## src/rtl/tx_frame_builder.sv

```systemverilog
// tx_frame_builder: assembles a 54-byte Ethernet/IPv4/TCP header from
// start-time fields, then streams the payload realigned by six byte lanes.
module tx_frame_builder (
    input  logic        clk,
    input  logic        rst,
    input  logic        start,
    output logic        busy,
    input  logic [47:0] dst_mac,
    input  logic [47:0] src_mac,
    input  logic [31:0] src_ip,
    input  logic [31:0] dst_ip,
    input  logic [15:0] ip_id,
    input  logic [15:0] src_port,
    input  logic [15:0] dst_port,
    input  logic [31:0] tcp_seq,
    input  logic [31:0] tcp_ack,
    input  logic [7:0]  tcp_flags,
    input  logic [15:0] tcp_window,
    input  logic [15:0] payload_len,
    input  logic [63:0] s_tdata,
    input  logic [7:0]  s_tkeep,
    input  logic        s_tvalid,
    input  logic        s_tlast,
    output logic        s_tready,
    output logic [63:0] m_tdata,
    output logic [7:0]  m_tkeep,
    output logic        m_tvalid,
    output logic        m_tlast,
    input  logic        m_tready
);

    typedef enum logic [2:0] {
        S_IDLE, S_CALC, S_HDR, S_W6, S_PAY, S_FLUSH
    } state_t;

    state_t      state, state_nxt;

    logic [47:0] dst_mac_q, src_mac_q;
    logic [31:0] src_ip_q, dst_ip_q, tcp_seq_q, tcp_ack_q;
    logic [15:0] ip_id_q, src_port_q, dst_port_q, tcp_window_q, pay_len_q;
    logic [7:0]  tcp_flags_q;
    logic [15:0] csum_q;
    logic [2:0]  beat_q;
    logic [47:0] resid_q;
    logic [3:0]  resid_n_q;

    logic        accept, can_load, pay_take, in_close, load;
    logic [3:0]  in_cnt;
    logic [15:0] tot_len;
    logic [19:0] csum_sum;
    logic [431:0] hdr_wire, hdr_lane;
    logic [63:0] out_data_nxt;
    logic [7:0]  out_keep_nxt;
    logic        out_last_nxt;

    // Fold end-around carries of a one's-complement sum into 16 bits.
    function automatic logic [15:0] ones_fold(input logic [19:0] s);
        logic [16:0] t;
        t = {1'b0, s[15:0]} + {13'd0, s[19:16]};
        return t[15:0] + {15'd0, t[16]};
    endfunction

    // Number of valid bytes in a lane-0-contiguous keep mask.
    function automatic logic [3:0] keep_count(input logic [7:0] k);
        logic [3:0] c;
        c = 4'd0;
        for (int i = 0; i < 8; i++) c = c + {3'd0, k[i]};
        return c;
    endfunction

    // Zero the byte lanes that keep marks as invalid.
    function automatic logic [63:0] mask_data(input logic [63:0] d, input logic [7:0] k);
        logic [63:0] r;
        for (int i = 0; i < 8; i++) r[8*i +: 8] = k[i] ? d[8*i +: 8] : 8'h00;
        return r;
    endfunction

    assign accept   = start && (state == S_IDLE) && !busy;
    assign can_load = !m_tvalid || m_tready;
    assign in_cnt   = keep_count(s_tkeep);
    assign in_close = s_tlast && (in_cnt <= 4'd2);
    assign pay_take = s_tready && s_tvalid;
    assign tot_len  = pay_len_q + 16'd40;

    // IPv4 header checksum over the ten header words, checksum word as zero.
    always_comb begin
        csum_sum = 20'h04500 + {4'd0, tot_len} + {4'd0, ip_id_q} + 20'h04000 + 20'h04006
                 + {4'd0, src_ip_q[31:16]} + {4'd0, src_ip_q[15:0]}
                 + {4'd0, dst_ip_q[31:16]} + {4'd0, dst_ip_q[15:0]};
    end

    // Header in wire order (byte 0 at the MSB), then byte-swapped so byte n sits in lane bits [8n+7:8n].
    always_comb begin
        hdr_wire = {dst_mac_q, src_mac_q, 16'h0800,
                    8'h45, 8'h00, tot_len, ip_id_q, 16'h4000, 8'h40, 8'h06, csum_q,
                    src_ip_q, dst_ip_q,
                    src_port_q, dst_port_q, tcp_seq_q, tcp_ack_q,
                    8'h50, tcp_flags_q, tcp_window_q, 16'h0000, 16'h0000};
        hdr_lane = '0;
        for (int n = 0; n < 54; n++) hdr_lane[8*n +: 8] = hdr_wire[431 - 8*n -: 8];
    end

    // State register.
    always_ff @(posedge clk or posedge rst) begin
        if (rst) state <= S_IDLE;
        else     state <= state_nxt;
    end

    // Next-state logic.
    always_comb begin
        state_nxt = state;
        case (state)
            S_IDLE:  if (accept) state_nxt = S_CALC;
            S_CALC:  state_nxt = S_HDR;
            S_HDR:   if (can_load && beat_q == 3'd5) state_nxt = S_W6;
            S_W6: begin
                if (pay_len_q == 16'd0) begin
                    if (can_load) state_nxt = S_IDLE;
                end else if (pay_take) begin
                    if (!s_tlast)     state_nxt = S_PAY;
                    else if (in_close) state_nxt = S_IDLE;
                    else              state_nxt = S_FLUSH;
                end
            end
            S_PAY: begin
                if (pay_take && s_tlast) state_nxt = in_close ? S_IDLE : S_FLUSH;
            end
            S_FLUSH: if (can_load) state_nxt = S_IDLE;
            default: state_nxt = S_IDLE;
        endcase
    end

    // Output decode: payload ready and the beat to load into the output register.
    always_comb begin
        s_tready     = 1'b0;
        load         = 1'b0;
        out_data_nxt = 64'd0;
        out_keep_nxt = 8'd0;
        out_last_nxt = 1'b0;
        case (state)
            S_HDR: begin
                load         = can_load;
                out_data_nxt = hdr_lane[{beat_q, 6'd0} +: 64];
                out_keep_nxt = 8'hFF;
            end
            S_W6: begin
                if (pay_len_q == 16'd0) begin
                    load         = can_load;
                    out_data_nxt = {16'h0000, hdr_lane[431:384]};
                    out_keep_nxt = 8'h3F;
                    out_last_nxt = 1'b1;
                end else begin
                    s_tready     = can_load;
                    load         = can_load && s_tvalid;
                    out_keep_nxt = {s_tkeep[1:0], 6'h3F};
                    out_data_nxt = mask_data({s_tdata[15:0], hdr_lane[431:384]}, out_keep_nxt);
                    out_last_nxt = in_close;
                end
            end
            S_PAY: begin
                s_tready     = can_load;
                load         = can_load && s_tvalid;
                out_keep_nxt = {s_tkeep[1:0], 6'h3F};
                out_data_nxt = mask_data({s_tdata[15:0], resid_q}, out_keep_nxt);
                out_last_nxt = in_close;
            end
            S_FLUSH: begin
                load         = can_load;
                out_keep_nxt = (8'd1 << resid_n_q) - 8'd1;
                out_data_nxt = mask_data({16'h0000, resid_q}, out_keep_nxt);
                out_last_nxt = 1'b1;
            end
            default: ;
        endcase
    end

    // Control: busy flag and header beat counter.
    always_ff @(posedge clk or posedge rst) begin
        if (rst) begin
            busy   <= 1'b0;
            beat_q <= 3'd0;
        end else begin
            if (accept)                           busy <= 1'b1;
            else if (m_tvalid && m_tready && m_tlast) busy <= 1'b0;
            if (state == S_CALC)                  beat_q <= 3'd0;
            else if (state == S_HDR && can_load)  beat_q <= beat_q + 3'd1;
        end
    end

    // Output register: loads a new beat or empties on handshake, holds while stalled.
    always_ff @(posedge clk or posedge rst) begin
        if (rst) begin
            m_tvalid <= 1'b0;
            m_tlast  <= 1'b0;
            m_tkeep  <= 8'd0;
            m_tdata  <= 64'd0;
        end else if (load) begin
            m_tvalid <= 1'b1;
            m_tlast  <= out_last_nxt;
            m_tkeep  <= out_keep_nxt;
            m_tdata  <= out_data_nxt;
        end else if (m_tready) begin
            m_tvalid <= 1'b0;
            m_tlast  <= 1'b0;
        end
    end

    // Datapath: header fields on start, checksum in CALC, payload residual on each input beat.
    always_ff @(posedge clk) begin
        if (accept) begin
            dst_mac_q    <= dst_mac;
            src_mac_q    <= src_mac;
            src_ip_q     <= src_ip;
            dst_ip_q     <= dst_ip;
            ip_id_q      <= ip_id;
            src_port_q   <= src_port;
            dst_port_q   <= dst_port;
            tcp_seq_q    <= tcp_seq;
            tcp_ack_q    <= tcp_ack;
            tcp_flags_q  <= tcp_flags;
            tcp_window_q <= tcp_window;
            pay_len_q    <= payload_len;
        end
        if (state == S_CALC) csum_q <= ~ones_fold(csum_sum);
        if (pay_take) begin
            resid_q   <= s_tdata[63:16];
            resid_n_q <= in_cnt - 4'd2;
        end
    end

endmodule

```

## config.mk

```make
export PLATFORM = sky130hd
export DESIGN_NAME = tx_frame_builder
export DESIGN_NICKNAME = d
export VERILOG_FILES = /design/src/rtl/tx_frame_builder.sv
export SDC_FILE = /design/constraint.sdc
export NUM_CORES = 1
export LEC_CHECK = 0
export ABC_AREA = 1
export ABC_CLOCK_PERIOD_IN_PS = 22300
export BUFFER_PORTS_ARGS = -buffer_cell sky130_fd_sc_hd__buf_2
export CAP_MARGIN = 0
export CORE_AREA = 2 2 233 235
export DETAILED_ROUTE_END_ITERATION = 8
export DIE_AREA = 0 0 235 237
export PLACE_DENSITY = 0.61
export SLEW_MARGIN = 20
export SYNTH_ARGS = -nofsm -noshare
export SYNTH_HDL_FRONTEND = slang
export SYNTH_SLANG_ARGS = --single-unit
```

## constraint.sdc

```tcl
create_clock -name clk -period 22.3 [get_ports clk]
set_input_delay 2.23 -clock clk [delete_from_list [all_inputs] [get_ports clk]]
set_output_delay 2.23 -clock clk [all_outputs]
set_load 0.02 [all_outputs]
```

==> flow_metrics.env, run 1 <==
export IMPL_run_status="finished clean"
export IMPL_cts_root_buf="clkbuf_16"
export IMPL_grt_ovfl_total=0
export IMPL_synth_area_um2=21500
export IMPL_crit_required_ns=22.66
export IMPL_wl_met1_um=30800
export IMPL_antenna_found_initial=23
export IMPL_yosys_cell_types_count=55
export IMPL_path_clk_slew_ns=0.07
export IMPL_core_um2=53300
export IMPL_crit_slowest_cell="fa_1"
export IMPL_vias_per_cell=5.41
export IMPL_synth_top_cell_area_share_pct=53.0
export IMPL_p_sw_share_pct=46.0
export IMPL_detail_route_iter0_violations=1614
export IMPL_die_area_um2=55700
export IMPL_drc=0
export IMPL_cts_buffer_depth=3
export IMPL_cts_sinks=461
export IMPL_rows=85
export IMPL_maxSlewViolCount=0
export IMPL_cts_setup_buffers=0
export IMPL_crit_type="reg2reg"
export IMPL_top_layer="met5"
export IMPL_fmax_ghz=0.120
export IMPL_grt_pass1_vias=16400
export IMPL_cap_violations=0
export IMPL_grt_pass1_wl_um=109000
export IMPL_ys_warn_count=0
export IMPL_comb_power_share_pct=52.2
export IMPL_die_x_um=235
export IMPL_syn_nets=2327
export IMPL_hold_buffers=0
export IMPL_cts_resized=0
export IMPL_hold_viol=0
export IMPL_p_int_mw=2.31
export IMPL_io_pins=466
export IMPL_hp_class="reg2reg"
export IMPL_max_slew_margin_rel_pct=36.8
export IMPL_period_minus_slack_ns=8.33
export IMPL_synthCells=1822
export IMPL_setup_viol=0
export IMPL_synth_top_cell_by_area="edfxtp_1"
export IMPL_power_mw=4.27
export IMPL_synth_seq_cells=461
export IMPL_place_gp_congestion=0.942
export IMPL_cp_common_cell="nor2_1"
export IMPL_power_share_clock_pct=19.1
export IMPL_crit_fanout=6
export IMPL_die_h_um=237
export IMPL_finalWirelength_um=77200
export IMPL_insertion_delay_ns=0.59
export IMPL_skew_ns=0.0179
export IMPL_wl_met2_um=36300
export IMPL_grt_max_degree=71
export IMPL_crit_path_max_incr_delay_ns=0.53
export IMPL_dpl_hpwl_um=58000
export IMPL_start_util_pct=40.4
export IMPL_tns_ns=0
export IMPL_ys_seq_area_share_pct=62.4
export IMPL_ir_worst_vdd_v=0.000107
export IMPL_htreeDepth=2
export IMPL_p_switching_mw=1.97
export IMPL_leakage_nw=11.0
export IMPL_cts_made_buffers=48
export IMPL_area_growth_pct=22.1
export IMPL_powerDensity_nw_per_um2=162
export IMPL_cts_tree="built"
export IMPL_start_kind="flop"
export IMPL_critPathCaptureType="flop"
export IMPL_p_seq_share_pct=28.7
export IMPL_grt_total_usage_pct=27.3
export IMPL_tightest_slew_ns=0.949
export IMPL_rsz0062_at_grt="false"
export IMPL_cp_arrival_ns=8.68
export IMPL_vias=16500
export IMPL_wl_per_cell_um=25.4
export IMPL_synth_area_per_cell_um2=11.8
export IMPL_final_nets=2795
export IMPL_antenna_left=0
export IMPL_drive_above_1_share_pct=25.9
export IMPL_port_buffers=465
export IMPL_period_share_pct=37.3
export IMPL_synth_edf_count=380
export IMPL_async_reset_ff_share_pct=17.6
export IMPL_yosys_top_cells_area="edfxtp_1, dfrtp_1, fa_1"
export IMPL_wl_met3_um=6990
export IMPL_dr_pass1_iters=5
export IMPL_ys_flop_type="edfxtp_1"
## kinds of logic (layout without fill, tap and decap cells)
kind of cell	after synthesis	after routing	synth area share, %
compound gates	370	370	11.0
xor+xnor	31	31	1.33
fa+ha+maj	115	115	9.05
buf+inv	315	822	5.63
flops	461	461	62.4
other cells	0	21	0
simple gates	530	530	10.6
## power groups by stage
stage	logic, mW	clock network [mW]	registers, mW
6_report	2.23	0.816	1.23
3_5_place_dp	2.21	0	1.24
5_1_grt	2.46	0.862	1.24
2_1_floorplan	1.42	0	1.32
3_3_place_gp	2.21	0	1.24
4_1_cts	2.22	0.829	1.23
## per-stage QoR
stage,hold slack (ns),setup slack [ns],instances,cell area (um^2),util (%)
floorplan,0.500,6.91,1822,21500,-
global placement,0.463,14.19,2936,24700,46.3
detailed placement,0.466,14.07,2936,24700,46.3
CTS,0.484,14.04,3025,26300,49.3
global route,0.505,13.24,3042,26300,49.4
finish,0.473,13.97,3046,26300,49.4
## synth_stat cells, types with 7 or more instances
cell      instances
nor3_1           22
dfrtp_1          81
inv_1           228
o21ai_0         101
a21oi_1          65
xnor2_1          11
a22oi_1          46
nand2_2           9
ha_1             47
xor2_1           18
o22ai_1          18
clkbuf_1         40
a31oi_1          36
o221ai_1         17
nand2_1         246
buf_2            18
buf_1            12
nand3_1          69
inv_2             8
clkinv_1          7
edfxtp_1        380
nand4_1          13
a221oi_1         49
fa_1             68
nor2_1          144
o211ai_1          7
## state kept, by name, summed over array words and instances (netlist names), 32 cells and up
| signal | cells |
|---|---|
| m_tdata | 64 |
| dst_mac_q | 48 |
| resid_q | 48 |
| src_mac_q | 48 |
| dst_ip_q | 32 |
| src_ip_q | 32 |
| tcp_ack_q | 32 |
| tcp_seq_q | 32 |
## worst max-delay path: cells and delay by family, from the launching register on
kind | cells | cell delay, ns
flops | 1 | 0.39
compound gates | 4 | 0.80
buf+inv | 7 | 0.48
simple gates | 26 | 2.91
fa+ha+maj | 8 | 3.17
xor+xnor | 2 | 0.37
## cell usage in the layout, fill, tap and decap left out, types with 3 or more instances in the layout
cell | Yosys | routed
o21ai_0 | 101 | 101
bufinv_16 | 0 | 4
clkbuf_8 | 0 | 6
clkinv_2 | 0 | 4
o22ai_1 | 18 | 18
diode_2 | 0 | 21
o31ai_1 | 6 | 6
a221oi_1 | 49 | 49
nand2_2 | 9 | 9
nand3_1 | 69 | 69
or3_1 | 5 | 5
clkbuf_1 | 40 | 17
nand3_2 | 6 | 6
o2111ai_1 | 3 | 3
o221ai_1 | 17 | 17
edfxtp_1 | 380 | 380
nor2_1 | 144 | 141
nor3_1 | 22 | 21
clkinv_1 | 7 | 12
nand4_1 | 13 | 13
clkbuf_16 | 0 | 50
ha_1 | 47 | 47
buf_4 | 2 | 25
fa_1 | 68 | 68
buf_2 | 18 | 465
xnor2_1 | 11 | 11
inv_2 | 8 | 10
o21ai_1 | 6 | 5
a31oi_1 | 36 | 36
xor2_1 | 18 | 18
a22oi_1 | 46 | 46
nand2_1 | 246 | 246
nor2_4 | 3 | 5
o211ai_1 | 7 | 7
inv_1 | 228 | 225
nor2_2 | 4 | 5
dfrtp_1 | 81 | 79
a21oi_1 | 65 | 65
## area by class of cell
| class | instances | area (um^2) |
|---|---|---|
| Sequential cell | 461 | 13400 |
| Inverter | 243 | 915 |
| Clock buffer | 73 | 1400 |
| Antenna cell | 21 | 52.6 |
| Fill cell | 4836 | 27000 |
| Clock inverter | 16 | 190 |
| Tap cell | 696 | 871 |
| Timing Repair Buffer | 490 | 2510 |
| Multi-Input combinational cell | 1046 | 6930 |
## routing by layer
layer	vias up	GRT usage [%]
met2	805	43.8
met3	160	7.20
met1	8105	35.3
met4	10	11.0
li1	7402	-
met5	-	0
## path summary, 6_finish.rpt
check                      slack [ns]  cells past startpoint    startpoint           to
setup reg to reg                13.97                     47  pay_len_q[3]   csum_q[15]
min in group asynchronous        1.62                      2           rst  m_tdata[40]
hold / removal                   0.47                      2    m_tkeep[3]   m_tkeep[3]
setup / recovery                13.97                     47  pay_len_q[3]   csum_q[15]
hold reg to reg                  0.47                      2    m_tkeep[3]   m_tkeep[3]
max in group asynchronous       19.43                      3           rst    beat_q[2]
Note: power is estimated with default switching activity, not from simulation.
==> run 2: changes to the inputs <==
--- a/config.mk
+++ b/config.mk
@@ -6,7 +6,7 @@
 export NUM_CORES = 1
 export LEC_CHECK = 0
 export ABC_AREA = 1
-export ABC_CLOCK_PERIOD_IN_PS = 22300
+export ABC_CLOCK_PERIOD_IN_PS = 6970
 export BUFFER_PORTS_ARGS = -buffer_cell sky130_fd_sc_hd__buf_2
 export CAP_MARGIN = 0
 export CORE_AREA = 2 2 233 235
==> constraint.sdc (replaced) <==
create_clock -name clk -period 6.97 [get_ports clk]
set_input_delay 0.697 -clock clk [delete_from_list [all_inputs] [get_ports clk]]
set_output_delay 0.697 -clock clk [all_outputs]
set_load 0.02 [all_outputs]
==> run 2 against run 1 <==
The flow now finishes with violations (negative setup slack). Final area up 7.1%. Flip-flop and latch count is the same. Critical path depth grew 4. Via count grew 5.2%. Sequential share of layout area fell by 3.4 points. Global-route usage rose by 0.54 points. Critical endpoint unchanged. Clock power grew to 3.4 times the previous value.
==> flow_metrics.env, run 2 (synthesized netlist as in run 1, its figures left out) <==
export IMPL_htreeDepth=2
export IMPL_multi_input_area_um2=7450
export IMPL_r2r_end="csum_q[15]"
export IMPL_finalWirelength_um=78900
export IMPL_cts_buffer_depth=3
export IMPL_maxSlewViolCount=0
export IMPL_final_nets=2955
export IMPL_dr_pass1_iters=6
export IMPL_violations="negative setup slack"
export IMPL_power_mw=16.2
export IMPL_die_area_um2=55700
export IMPL_use_met2_pct=46.3
export IMPL_final_fill_count=4654
export IMPL_start_kind="flop"
export IMPL_fmax_ghz=0.130
export IMPL_grt_ovfl_total=0
export IMPL_leakage_nw=11.9
export IMPL_dpl_hpwl_um=57600
export IMPL_path_buf_inv=19
export IMPL_insertion_delay_ns=0.62
export IMPL_crit_required_ns=7.33
export IMPL_port_buffers=465
export IMPL_regArea_um2=13400
export IMPL_powerDensity_nw_per_um2=574
export IMPL_rows=85
export IMPL_reg2regPathDepth=51
export IMPL_dp_slack_ns=-0.767
export IMPL_busiest_layer="met2"
export IMPL_crit_path_max_incr_delay_ns=0.56
export IMPL_die_h_um=237
export IMPL_final_util_pct=52.9
export IMPL_crit_type="reg2reg"
export IMPL_ir_worst_vdd_v=0.000390
export IMPL_cts_root_buf="clkbuf_16"
export IMPL_wl_per_cell_um=24.7
export IMPL_most_common_layout_cells="buf_2, edfxtp_1, nand2_1, inv_1, buf_4"
export IMPL_antenna_found_initial=12
export IMPL_tightest_slew_ns=1.03
export IMPL_use_met3_pct=4.70
export IMPL_vias_per_cell=5.41
export IMPL_r2r_slack_ns=-0.75
export IMPL_io_pins=466
export IMPL_rsz0062_at_grt="true"
export IMPL_cts_sinks=461
export IMPL_detail_route_iter0_violations=1722
export IMPL_skew_ns=0.0260
export IMPL_max_slew_margin_rel_pct=31.2
export IMPL_start_util_pct=40.4
export IMPL_die_x_um=235
export IMPL_cts_tree="built"
export IMPL_grt_total_usage_pct=27.8
export IMPL_grt_pass1_wl_um=114000
export IMPL_crit_fanout=5
export IMPL_core_um2=53300
export IMPL_global_route_usage_met1_pct=37.3
export IMPL_grt_max_degree=159
export IMPL_critPathCaptureType="flop"
export IMPL_rr_startpoint="pay_len_q[3]"
export IMPL_cp_common_cell="buf_4"
export IMPL_period_minus_slack_ns=7.72
export IMPL_cp_arrival_ns=8.08
export IMPL_hp_class="in2async"
export IMPL_grt_pass1_vias=17300
export IMPL_run_status="finished with violations"
export IMPL_drc=0
export IMPL_setup_viol=11
export IMPL_cp_top_family="adder cells"
export IMPL_area_growth_pct=30.8
export IMPL_antenna_left=0
export IMPL_top_register="m_tdata"
export IMPL_crit_slowest_cell="fa_1"
export IMPL_mostFrequentLayoutCell="buf_2"
export IMPL_cts_made_buffers=50
export IMPL_path_clk_slew_ns=0.06
export IMPL_largest_register_ffs=64
export IMPL_cap_violations=0
export IMPL_timing_final_ws_setup_ns=-0.747
export IMPL_drive_above_1_share_pct=35.2
export IMPL_period_share_pct=111
export IMPL_vias=17300
export IMPL_hold_viol=0
export IMPL_place_gp_congestion=0.926
export IMPL_tns_ns=-5.86
run 2: changes by cell type in the layout (fill, tap and decap cells not counted), moves of 11 or more:
cell      previous run  this run
nand2_1            246       228
nor2_4               5        16
inv_1              225       209
clkbuf_1            17         5
ha_4                 0        12
ha_1                47        31
buf_4               25       180
nand3_1             69        58
nor2_1             141       125
nand2_2              9        25
inv_2               10        27
run 2: how the worst max path moves through the flow:
stage                 start    endpoint  slack, ns  depth (start not counted)
2_1_floorplan      state[0]    state[0]      -1.90                          7
3_3_place_gp   pay_len_q[4]  csum_q[15]      -0.70                         48
3_5_place_dp   pay_len_q[4]  csum_q[15]      -0.77                         48
4_1_cts        pay_len_q[4]  csum_q[15]      -0.40                         47
5_1_grt        pay_len_q[3]  csum_q[14]      -1.10                         47
6_report       pay_len_q[3]  csum_q[15]      -0.75                         51
run 2: final cells by class:
class | instances | area share, %
Inverter | 243 | 3.24
Timing Repair Buffer | 648 | 13.3
Antenna cell | 15 | 0.133
Clock inverter | 28 | 1.12
Clock buffer | 65 | 5.00
Tap cell | 696 | 3.09
Sequential cell | 461 | 47.7
Multi-Input combinational cell | 1046 | 26.5
run 2: power by group:
group / total [mW] / switching (mW) / leakage (nW) / internal, mW
clock network: 2.78 / 1.16 / 0.840 / 1.62
registers: 3.94 / 0.256 / 4.44 / 3.68
logic: 9.45 / 5.96 / 6.59 / 3.49
total: 16.2 / 7.38 / 11.9 / 8.79
run 2: through the flow:
step | instance area [um^2] | cells | hold WS, ns
2_1_floorplan | 21800 | 1822 | 0.500
3_3_place_gp | 25600 | 3027 | 0.462
3_5_place_dp | 25600 | 3027 | 0.470
4_1_cts | 27800 | 3173 | 0.118
5_1_grt | 28200 | 3198 | 0.132
6_report | 28200 | 3202 | 0.114
run 2: what timing repair did:
action,4_1_cts,5_1_grt
setup endpoints to repair,12,15
gates resized for setup,34,47
pin swaps,19,40
buffers inserted,53,15
hold buffers,0,0
run 2: layer usage:
layer | vias up | routed length [um]
met3 | 126 | 6220
met4 | 2 | 2320
met2 | 845 | 38200
met1 | 8644 | 32100
li1 | 7716 | -
met5 | - | 15
==> run 3: changes to the inputs <==
--- a/config.mk
+++ b/config.mk
@@ -5,13 +5,12 @@
 export SDC_FILE = /design/constraint.sdc
 export NUM_CORES = 1
 export LEC_CHECK = 0
-export ABC_AREA = 1
-export ABC_CLOCK_PERIOD_IN_PS = 6970
+export ABC_CLOCK_PERIOD_IN_PS = 7000
 export BUFFER_PORTS_ARGS = -buffer_cell sky130_fd_sc_hd__buf_2
 export CAP_MARGIN = 0
-export CORE_AREA = 2 2 233 235
+export CORE_AREA = 2 2 234 236
 export DETAILED_ROUTE_END_ITERATION = 8
-export DIE_AREA = 0 0 235 237
+export DIE_AREA = 0 0 236 238
 export PLACE_DENSITY = 0.61
 export SLEW_MARGIN = 20
 export SYNTH_ARGS = -nofsm -noshare
==> constraint.sdc (replaced) <==
create_clock -name clk -period 7 [get_ports clk]
set_input_delay 0.7 -clock clk [delete_from_list [all_inputs] [get_ports clk]]
set_output_delay 0.7 -clock clk [all_outputs]
set_load 0.02 [all_outputs]
==> run 3 against run 2 <==
The flow still finishes with violations (negative setup slack). Setup slack lost 0.060 ns. Non-clock buffer count fell by 13. Sequential power about the same. Register-to-register slack got worse by 0.06 ns. Critical path depth decreased by 14. Core utilization is 0.073 points higher. Sequential share of layout area decreased by 0.22 points. First-iteration DRC count is 25% lower. Total power shrank 6.2%. Maximum frequency fell by 1.2%. Via count is 7.1% lower. Synthesized cell count down 9.0%. Critical endpoint is now csum_q[14]. Highest routed layer unchanged.
==> flow_metrics.env, run 3 <==
export IMPL_hold_viol=0
export IMPL_dpl_hpwl_um=55500
export IMPL_use_met2_pct=43.1
export IMPL_cp_arrival_ns=8.14
export IMPL_crit_required_ns=7.33
export IMPL_yosys_top_cells_area="edfxtp_1, dfrtp_1, fa_1"
export IMPL_rr_startpoint="pay_len_q[4]"
export IMPL_grt_pass1_wl_um=107000
export IMPL_cts_made_buffers=50
export IMPL_port_buffers=465
export IMPL_p_sw_share_pct=41.4
export IMPL_rows=85
export IMPL_critPathCaptureType="flop"
export IMPL_cts_tree="built"
export IMPL_ys_flop_type="edfxtp_1"
export IMPL_grt_max_degree=165
export IMPL_busiest_layer="met2"
export IMPL_yosys_cell_types_count=70
export IMPL_die_h_um=238
export IMPL_detail_route_iter0_violations=1296
export IMPL_leakage_nw=11.7
export IMPL_insertion_delay_ns=0.60
export IMPL_dr_pass1_iters=5
export IMPL_grt_total_usage_pct=26.0
export IMPL_power_share_clock_pct=18.0
export IMPL_synth_common_cells="edfxtp_1, inv_1, nand2_1"
export IMPL_tns_ns=-8.76
export IMPL_synth_top_cell_area_share_pct=52.2
export IMPL_p_seq_share_pct=26.2
export IMPL_p_switching_mw=6.28
export IMPL_drive_above_1_share_pct=35.9
export IMPL_finalWirelength_um=73800
export IMPL_p_int_mw=8.89
export IMPL_dp_cells=2887
export IMPL_setup_viol=15
export IMPL_skew_ns=0.0299
export IMPL_synthCells=1658
export IMPL_most_common_layout_cells="buf_2, edfxtp_1, inv_1, buf_4, nand2_1"
export IMPL_core_um2=53500
export IMPL_cts_buffer_depth=3
export IMPL_max_slew_margin_rel_pct=27.0
export IMPL_cp_common_cell="buf_4"
export IMPL_cap_violations=0
export IMPL_synth_seq_cells=461
export IMPL_ys_seq_area_share_pct=61.5
export IMPL_timing_final_ws_setup_ns=-0.808
export IMPL_vias_per_cell=5.34
export IMPL_crit_type="reg2reg"
export IMPL_fmax_ghz=0.128
export IMPL_use_met3_pct=5.10
export IMPL_powerDensity_nw_per_um2=535
export IMPL_hold_buffers=0
export IMPL_start_util_pct=40.9
export IMPL_comb_power_share_pct=55.8
export IMPL_mostFrequentLayoutCell="buf_2"
export IMPL_place_gp_congestion=0.913
export IMPL_synth_area_um2=21900
export IMPL_async_reset_ff_share_pct=17.6
export IMPL_rsz0062_at_grt="true"
export IMPL_timing_hold_ws_ns=0.104
export IMPL_antenna_found_initial=15
export IMPL_grt_pass1_vias=16500
export IMPL_htreeDepth=2
export IMPL_dp_slack_ns=-0.957
export IMPL_period_share_pct=112
export IMPL_global_route_usage_met1_pct=34.5
export IMPL_synth_edf_count=380
export IMPL_cts_root_buf="clkbuf_16"
export IMPL_crit_slowest_cell="fa_1"
export IMPL_crit_fanout=4
export IMPL_wl_per_cell_um=24.5
export IMPL_start_kind="flop"
export IMPL_instances_no_fill=3016
export IMPL_area_growth_pct=29.6
export IMPL_synth_top_cell_by_area="edfxtp_1"
export IMPL_antenna_left=0
export IMPL_synth_area_per_cell_um2=13.2
export IMPL_io_pins=466
export IMPL_synth_most_common_cell="edfxtp_1"
export IMPL_violations="negative setup slack"
export IMPL_die_x_um=236
export IMPL_ir_worst_vdd_v=0.000403
export IMPL_period_minus_slack_ns=7.81
export IMPL_cts_sinks=461
export IMPL_crit_start="pay_len_q[4]"
export IMPL_drc=0
export IMPL_final_util_pct=53.0
export IMPL_syn_nets=2163
export IMPL_ys_warn_count=0
export IMPL_final_nets=2774
export IMPL_final_fill_count=4645
export IMPL_largest_register_ffs=64
export IMPL_vias=16100
export IMPL_top_register="m_tdata"
export IMPL_grt_ovfl_total=0
export IMPL_crit_path_max_incr_delay_ns=0.52
export IMPL_run_status="finished with violations"
export IMPL_path_clk_slew_ns=0.06
export IMPL_hp_class="in2async"
export IMPL_maxSlewViolCount=0
export IMPL_tightest_slew_ns=1.09
export IMPL_die_area_um2=56200
run 3: final timing paths:
| check | endpoint | slack (ns) | depth (start not counted) |
|---|---|---|---|
| setup / recovery | csum_q[14] | -0.81 | 37 |
| hold / removal | m_tdata[43] | 0.10 | 2 |
| setup reg to reg | csum_q[14] | -0.81 | 37 |
| hold reg to reg | m_tkeep[4] | 0.47 | 2 |
| max in group asynchronous | beat_q[1] | 5.64 | 3 |
| min in group clk | tcp_seq_q[4] | 0.27 | 1 |
run 3: cells by family after synthesis:
group / Yosys count / share of synthesized area, %
mux: 90 / 5.58
flops: 461 / 61.5
simple gates: 328 / 7.03
fa+ha+maj: 116 / 8.96
compound gates: 363 / 10.8
buf+inv: 257 / 4.45
xor+xnor: 43 / 1.72
run 3: layout make-up:
class / count / area (um^2) / share of cell area [%]
Sequential cell: 461 / 13400 / 47.5
Multi-Input combinational cell: 940 / 7970 / 28.1
Timing Repair Buffer: 635 / 3650 / 12.9
Clock buffer: 69 / 1370 / 4.85
Tap cell: 696 / 871 / 3.07
Inverter: 181 / 682 / 2.41
Clock inverter: 20 / 303 / 1.07
Antenna cell: 14 / 35.0 / 0.124
run 3: per-layer routing:
| layer | share of wire, % | up-vias |
|---|---|---|
| met4 | 3.1 | 2 |
| li1 | - | 7270 |
| met1 | 41 | 8009 |
| met3 | 7.1 | 144 |
| met5 | 0.020 | - |
| met2 | 48 | 669 |
run 3: worst max-delay path: cells and delay by family (launching register included):
kind	cells	cell delay, ns
buf+inv	14	1.52
simple gates	6	1.06
flops	1	0.43
xor+xnor	3	0.51
fa+ha+maj	7	2.45
compound gates	7	1.55
run 3: power groups by stage:
stage          logic, mW  registers [mW]  clock network [mW]
6_report            8.46            3.97                2.73
5_1_grt             9.16            4.02                2.89
4_1_cts             8.25            3.97                2.79
3_5_place_dp        7.80            4.02                   0
3_3_place_gp        7.76            4.01                   0
2_1_floorplan       5.01            3.96                   0
run 3: timing repair:
action,in CTS,in global routing
setup buffers,20,8
resized for setup,24,17
pin swaps,37,31
endpoints found under the setup margin,15,16
run 3: stage by stage:
stage / cell area [um^2] / total power, mW
floorplan: 22100 / 8.98
global placement: 26200 / 11.8
detailed placement: 26200 / 11.8
CTS: 28100 / 15.0
global route: 28300 / 16.1
finish: 28300 / 15.2
